**config.mk**
```make
export PLATFORM = sky130hd
export DESIGN_NAME = coin_credit_collector
export DESIGN_NICKNAME = d
export VERILOG_FILES = /design/src/rtl/coin_credit_collector.sv
export SDC_FILE = /design/constraint.sdc
export NUM_CORES = 1
export LEC_CHECK = 0
export CAP_MARGIN = 0
export CELL_PAD_IN_SITES_DETAIL_PLACEMENT = 0
export CELL_PAD_IN_SITES_GLOBAL_PLACEMENT = 2
export CORE_MARGIN = 1.5
export CORE_UTILIZATION = 31
export CTS_BUF_LIST = sky130_fd_sc_hd__clkbuf_8
export CTS_CLUSTER_SIZE = 25
export DETAILED_ROUTE_END_ITERATION = 8
export PLACE_DENSITY_LB_ADDON = 0.1
export REMOVE_ABC_BUFFERS = 1
export SKIP_LAST_GASP = 1
export SLEW_MARGIN = 10
export SYNTH_ARGS = -nofsm -noshare
export SYNTH_HDL_FRONTEND = slang
export SYNTH_SLANG_ARGS = --single-unit
```
**constraint.sdc**
```tcl
create_clock -name clk -period 2.9 [get_ports clk]
set_input_delay 0.725 -clock clk [delete_from_list [all_inputs] [get_ports clk]]
set_output_delay 0.725 -clock clk [all_outputs]
set_load 0.05 [all_outputs]
```
**src/rtl/coin_credit_collector.sv**
```systemverilog
// Coin front-end for the vending core: saturating credit, held order handshake, refund on cancel.
// Optional inactivity auto-refund is compiled in when COIN_TIMEOUT_EN is defined.
module coin_credit_collector #(
  parameter int MAX_CREDIT     = 99,
  parameter int TIMEOUT_CYCLES = 1000
) (
  input  logic       clk,
  input  logic       rst_n,
  input  logic       coin_valid,
  input  logic [1:0] coin_type,
  input  logic       select_valid,
  input  logic [2:0] select_type,
  input  logic [3:0] select_amount,
  input  logic       cancel,
  input  logic       order_ready,
  output logic       order_valid,
  output logic [6:0] customer_money,
  output logic [2:0] supply_type,
  output logic [3:0] customer_amount,
  output logic [6:0] credit,
  output logic       coin_reject,
  output logic       refund_valid,
  output logic [6:0] refund_amount,
  output logic       busy
);

  typedef enum logic [1:0] {IDLE, COLLECT, ORDER, REFUND} state_t;

  localparam logic [7:0] MAX_SUM = 8'(MAX_CREDIT);

  state_t     state;
  logic [7:0] coin_val;
  logic [7:0] sum;
  logic       coin_fits;
  logic [6:0] next_credit;
  logic       sel_ok;
  logic       timed_out;
  logic       cancel_any;

  always_comb begin
    coin_val = 8'd0;
    case (coin_type)
      2'd0:    coin_val = 8'd1;
      2'd1:    coin_val = 8'd2;
      2'd2:    coin_val = 8'd5;
      default: coin_val = 8'd10;
    endcase
    sum         = {1'b0, credit} + coin_val;
    coin_fits   = (sum <= MAX_SUM);
    next_credit = (coin_valid && coin_fits) ? sum[6:0] : credit;
    sel_ok      = select_valid && (select_amount != 4'd0);
  end

`ifdef COIN_TIMEOUT_EN
  localparam int TW = (TIMEOUT_CYCLES > 1) ? $clog2(TIMEOUT_CYCLES + 1) : 1;

  logic [TW-1:0] idle_timer;

  assign timed_out = (state == COLLECT) && (idle_timer == TW'(TIMEOUT_CYCLES - 1));

  // Counts COLLECT cycles since entry or since the last accepted coin.
  always_ff @(posedge clk or negedge rst_n) begin
    if (!rst_n) begin
      idle_timer <= '0;
    end else if (state != COLLECT || timed_out || cancel || (coin_valid && coin_fits)) begin
      idle_timer <= '0;
    end else begin
      idle_timer <= idle_timer + 1'b1;
    end
  end
`else
  assign timed_out = 1'b0;
`endif

  assign cancel_any = cancel || timed_out;

  always_ff @(posedge clk or negedge rst_n) begin
    if (!rst_n) begin
      state           <= IDLE;
      order_valid     <= 1'b0;
      customer_money  <= '0;
      supply_type     <= '0;
      customer_amount <= '0;
      credit          <= '0;
      coin_reject     <= 1'b0;
      refund_valid    <= 1'b0;
      refund_amount   <= '0;
      busy            <= 1'b0;
    end else begin
      coin_reject   <= 1'b0;
      refund_valid  <= 1'b0;
      refund_amount <= '0;
      case (state)
        IDLE, COLLECT: begin
          // Cancel outranks both coin and select; only a non-zero credit is refunded.
          if (cancel_any) begin
            coin_reject <= coin_valid;
            if (state == COLLECT) begin
              refund_valid  <= 1'b1;
              refund_amount <= credit;
              credit        <= '0;
              state         <= REFUND;
            end
          end else begin
            coin_reject <= coin_valid && !coin_fits;
            credit      <= next_credit;
            if (sel_ok) begin
              state           <= ORDER;
              order_valid     <= 1'b1;
              busy            <= 1'b1;
              customer_money  <= next_credit;
              supply_type     <= select_type;
              customer_amount <= select_amount;
            end else if (next_credit != 7'd0) begin
              state <= COLLECT;
            end
          end
        end
        ORDER: begin
          coin_reject <= coin_valid;
          if (order_ready) begin
            order_valid     <= 1'b0;
            busy            <= 1'b0;
            credit          <= '0;
            customer_money  <= '0;
            supply_type     <= '0;
            customer_amount <= '0;
            state           <= IDLE;
          end
        end
        REFUND: begin
          coin_reject <= coin_valid;
          state       <= IDLE;
        end
        default: state <= IDLE;
      endcase
    end
  end

endmodule

```
* Word level (Yosys, flattened, before mapping) *
Cells that the tools add are included.

storage, ports and cells
  register bits after elaboration = 33
  logic and storage cells = 70

cells by class
  add/subtract/negate cells = 1
  magnitude comparators = 1
  equality and inequality tests = 10
  multiplexer cells = 35
  reductions and logical operators = 14

operator list
  operator                                                                          count
  7-bit 2-to-1 mux                                                                  9
  7-bit one-hot mux with 2 select lines                                             2
  4-bit 2-to-1 mux                                                                  3
  4-bit one-hot mux with 3 select lines                                             1
  2-bit 2-to-1 mux                                                                  5
  3-bit 2-to-1 mux                                                                  3
  7-bit by 8-bit adder with 8-bit output                                            1
  8-bit by 7-bit less-or-equal comparator with 1-bit output, second input constant  1
  4-bit one-hot mux with 2 select lines                                             1
  1-bit 2-to-1 mux                                                                  7
  7-bit nonzero test                                                                1
  2-bit == test, second input constant                                              3
  2-bit inequality test, second input constant                                      3
  2-bit one-hot mux with 3 select lines                                             1
  3-bit one-hot mux with 2 select lines                                             1
  3-bit AND reduction                                                               2
  2-bit by 1-bit == test with 1-bit output, second input constant                   2
  2-bit logical NOT                                                                 2
  4-bit inequality test, second input constant                                      1
  1-bit one-hot mux with 2 select lines                                             2
  4-bit AND reduction                                                               1
  4-bit nonzero test                                                                1
  2-bit OR reduction                                                                2
  1-bit logical AND                                                                 3
  3 further kinds                                                                   3

* Depth between registers and ports, before layout *
  depth in word-level cells = 11
  mapped depth = 10

* Worst setup path after synthesis *
No wires, ideal clock.

  kind = input -> register
  from = input port coin_type[0]
  to = register customer_money[3]
  arrival time = 2.770 ns
  data required time = 2.820 ns
  setup slack = 0.049 ns
  stages = 10
  path buffers = 1
  path through = inv_1 ha_1 fa_1 buf_2 a211oi_2 nor4_1 o211a_1 o21a_1 or4_4 o211ai_2

between the ends
  word-level cells in the longest chain between the ends = 9
  elaborated cells on any way between the ends = 11
  classes of those cells = add/sub: 1; order compare: 1; eq/ne: 2; mux: 5; reduce/logical: 2

RTL lines
  element                                                    line  source
  start, declared                                            10    input logic [1:0] coin_type,
  2-bit == test (tied with other cells)                      42    case (coin_type)
  4-bit one-hot mux with 3 select lines (*)                  42
  7-bit by 8-bit adder with 8-bit output (*)                 48    sum = {1'b0, credit} + coin_val;
  8-bit by 7-bit less-or-equal comparator with 1-bit output  49    coin_fits = (sum <= MAX_SUM);
  1-bit logical AND                                          50    next_credit = (coin_valid && coin_fits) ? sum[6:0] : credit;
  7-bit 2-to-1 mux (*)                                       50
  7-bit 2-to-1 mux (*)                                       107   if (sel_ok) begin
  7-bit 2-to-1 mux (*)                                       96    if (cancel_any) begin
  7-bit one-hot mux with 2 select lines (*)                  93    case (state)
  end signal, assigned                                       111   customer_money <= next_credit;
  end, declared                                              17    output logic [6:0] customer_money,

Every way passes the cells marked *; elsewhere a longest branch is shown, timed or not. The select of a mux whose other input is x is not followed.
A chain may end at the register's enable or synchronous reset.

* Worst setup path after layout *
  from = input port coin_type[1]
  to = register customer_money[3]

The elaborated chain is that of the path after synthesis.

==> run metrics <==
final period utilization 97.63%; I/O pins 47; internal power 1.544 mW; Seq pwr share 24.2%; Final Hold Viols 0; fmax 0.3532 GHz; pwr dens 917.6 nW/um^2; Compound-Gate Fraction of Synth Area slightly above 20%; Worst Reg2Reg Path Length in Cells 8; Reg-to-Reg End customer_money[3]$_DFFE_PN0P_; WP data arrival 3.04 ns; Ant. Diodes 0; vias in the first global route roughly 2000; GPL Wtd Cong around 0.8; worst reg2reg startpoint credit[1]$_DFFE_PN0P_; synthesized flop and latch total 33; area of the multi-input gates 1235 sq um; Tot GR Track Use 18.06%; core area 6386 sq um; clock skew approximately 0.016 ns; R2R Setup Slk between 0.3 and 0.4 ns; Synth Flop Type dfrtp_1; Reg area 825.8 sq um; nets@finish 330; max-slew violations 0; fraction of synthesized area in multiplexers under 10%; Worst Hold Launch supply_type[1]$_DFFE_PN0P_; Mapped Cells 230; Worst Hold Path EP supply_type[1]$_DFFE_PN0P_; TritonCTS sink count 33; relative max-transition margin between 40% and 50%; Hold/Removal Path Class reg2reg; DR vias about 2100; clk root buf clkbuf_8; Synth Area in Adders 3.410%; CTS Buf Count 5; initial antenna violation count 0; Synth Area in Simple Gates 27.83%; 1st-iter DRT viols 131; WS Path Type in2reg; min cycle time layout 2.831 ns; Netlist cell types 54; final core area utilization 48.14%; largest net degree at the start of global routing 34; CP endpoint kind flip-flop; Mean Syn Cell Area between 8 and 9 sq um; post-synthesis xor/xnor area fraction under 10%; Comb pwr share about three fifths; Syn Std Cell Area approximately 2100 sq um; endpoints failing setup 0; cts hold-fix bufs 0; Worst EP required 3.11 ns; max-capacitance violation count 0; leading cell type in the layout, fill and taps excluded clkdlybuf4s50_1; Clock transition at path regs 0.07 ns; port buffer count 46; Sw Ratio 45.28%; area grow syn2layout 49.63%; TritonRoute pass-1 iters 4; status finished clean; maximum clock path buffer count 2; overflow left after global routing 0; RSZ-0062 raised after global routing yes; Leak 1.305 nW; first-pass GRT wire length 10210 um; Design Power 2.821 mW; Post-Route WL 6372 um; crit-path max FO 10; initial core utilization 32.17%; drt drc 0; Post-synth EDFFs 0; Net Sw Power about 1.3 mW; DR WL/cell 16.42 um; standard-cell row count 29; Worst Hold Depth 2; post-synthesis sequential area ratio 40.19%; via-per-instance ratio 5.309; Worst Tran Pin Value 0.7787 ns; Clk pwr share between 10% and 20%; Fillers 650; CTS tree yes; most frequent cells in the layout clkdlybuf4s50_1 (45), buf_4 (44), nand2_1 (37); area of the die between 7000 and 8000 sq um; crit start category input port; H-tree depth 2; share of cells above drive strength 1 25.40%; peak supply drop 527.0 uV; worst skew pair latency 0.29 ns; Post-DP HPWL between 4000 and 5000 um; fraction of registers with async set/reset 100.0%; Ys Warns 0; largest family of logic cells by synthesized area simple AND/OR/NAND/NOR gates; Die X 84.41 um; final setup TNS 0 ns; DRT antenna net count 0; Die H 84.41 um
==> sequential cells by signal, indices dropped and copies added, names as in the netlist <==
| register | count |
|---|---|
| supply_type | 3 |
| busy | 1 |
| state | 2 |
| refund_amount | 7 |
| customer_amount | 4 |
| customer_money | 7 |
| credit | 7 |
| coin_reject | 1 |
| refund_valid | 1 |
==> metal layers <==
metal | up-vias | track usage [%] | part of all wire (%)
met1 | 994 | 25.17 | 47
met5 | - | 0 | 0
met3 | 6 | 2.753 | 4.0
li1 | 1006 | - | -
met2 | 54 | 29.02 | 48
met4 | 0 | 5.572 | 1.2
==> logic make-up after synthesis <==
kind of cell / Yosys count
buffers and inverters: 20
flip-flops: 33
XOR/XNOR: 3
adder cells (fa/ha/maj): 5
AND/OR/NAND/NOR: 109
AO/OA/AOI/OAI: 57
multiplexers: 3
==> worst max-delay path by stage <==
stage | start | to | slack (ns) | depth (start not counted)
global route | coin_type[0] | customer_money[2]$_DFFE_PN0P_ | -0.01 | 10
finish | coin_type[1] | customer_money[3]$_DFFE_PN0P_ | 0.07 | 9
floorplan | coin_type[0] | customer_money[3]$_DFFE_PN0P_ | 0.03 | 9
CTS | coin_type[1] | customer_money[3]$_DFFE_PN0P_ | 0.04 | 9
detailed placement | coin_type[0] | customer_money[0]$_DFFE_PN0P_ | -0.73 | 10
global placement | coin_type[0] | customer_money[6]$_DFFE_PN0P_ | -0.69 | 10
==> power by group through the flow <==
stage / registers, mW / clock network (mW) / logic (mW)
floorplan: 1.09 / 0 / 0.485
global placement: 0.680 / 0 / 1.56
detailed placement: 0.682 / 0 / 1.55
CTS: 0.681 / 0.473 / 1.61
global route: 0.702 / 0.489 / 1.78
finish: 0.682 / 0.460 / 1.68
==> Yosys cell counts, types with 2 or more instances <==
| cell | count | share of area [%] |
|---|---|---|
| a211o_1 | 2 | 0.85 |
| a21boi_0 | 2 | 0.73 |
| a21oi_1 | 6 | 1.5 |
| a22o_1 | 2 | 0.85 |
| a311oi_1 | 2 | 0.85 |
| a31oi_1 | 5 | 1.5 |
| and2_1 | 10 | 3.0 |
| and3_1 | 2 | 0.61 |
| and4bb_2 | 2 | 1.2 |
| buf_2 | 4 | 0.97 |
| buf_6 | 3 | 1.6 |
| clkbuf_1 | 9 | 1.6 |
| dfrtp_1 | 33 | 40 |
| ha_1 | 4 | 2.4 |
| inv_1 | 3 | 0.55 |
| mux2i_1 | 2 | 0.97 |
| nand2_1 | 37 | 6.8 |
| nand3_1 | 18 | 4.4 |
| nand3b_1 | 3 | 1.1 |
| nand4_1 | 6 | 1.8 |
| nand4b_1 | 2 | 0.85 |
| nor2_1 | 7 | 1.3 |
| nor2b_1 | 3 | 0.91 |
| nor3_1 | 7 | 1.7 |
| nor4_1 | 4 | 1.2 |
| o211ai_1 | 10 | 3.7 |
| o21a_1 | 5 | 1.8 |
| o21ai_0 | 6 | 1.5 |
| o21ai_1 | 2 | 0.49 |
| o31ai_1 | 2 | 0.73 |
| o41ai_1 | 2 | 0.85 |
| or4_1 | 2 | 0.73 |
| xnor2_1 | 2 | 0.85 |
==> what timing repair did <==
| item | in CTS | in global routing |
|---|---|---|
| endpoints found under the setup margin | 16 | 16 |
| pin swaps | 6 | 3 |
| gates resized for setup | 11 | 13 |
| buffers inserted | 3 | 0 |
==> final cells by class <==
type                       count  share of cell area, %
multi-input combinational    177                  40.17
tap                           77                  3.134
timing repair buffer          90                  25.68
sequential                    33                  26.86
inverter                       3                 0.3663
clock inverter                 2                  1.099
clock buffer                   6                  2.686
==> worst max-delay path, cell delays in order <==
cell             delay [ns]
clkdlybuf4s50_1        0.41
nor2b_2                0.17
ha_4                   0.35
a211o_1                0.21
a21boi_0               0.11
o211a_1                0.24
o21a_2                 0.24
or4_4                  0.49
o211ai_2               0.08
==> metrics by stage <==
step                cell area, sq um  setup WS, ns  std cells  hold slack [ns]
floorplan                       1959       0.02551        213           0.4294
global placement                2824       -0.6939        377           0.4812
detailed placement              2824       -0.7315        377           0.4909
CTS                             3000       0.03977        388           0.5094
global route                    3074      -0.01392        388           0.5332
finish                          3074       0.06872        388           0.4985
Power figures use the tool's default switching activity.
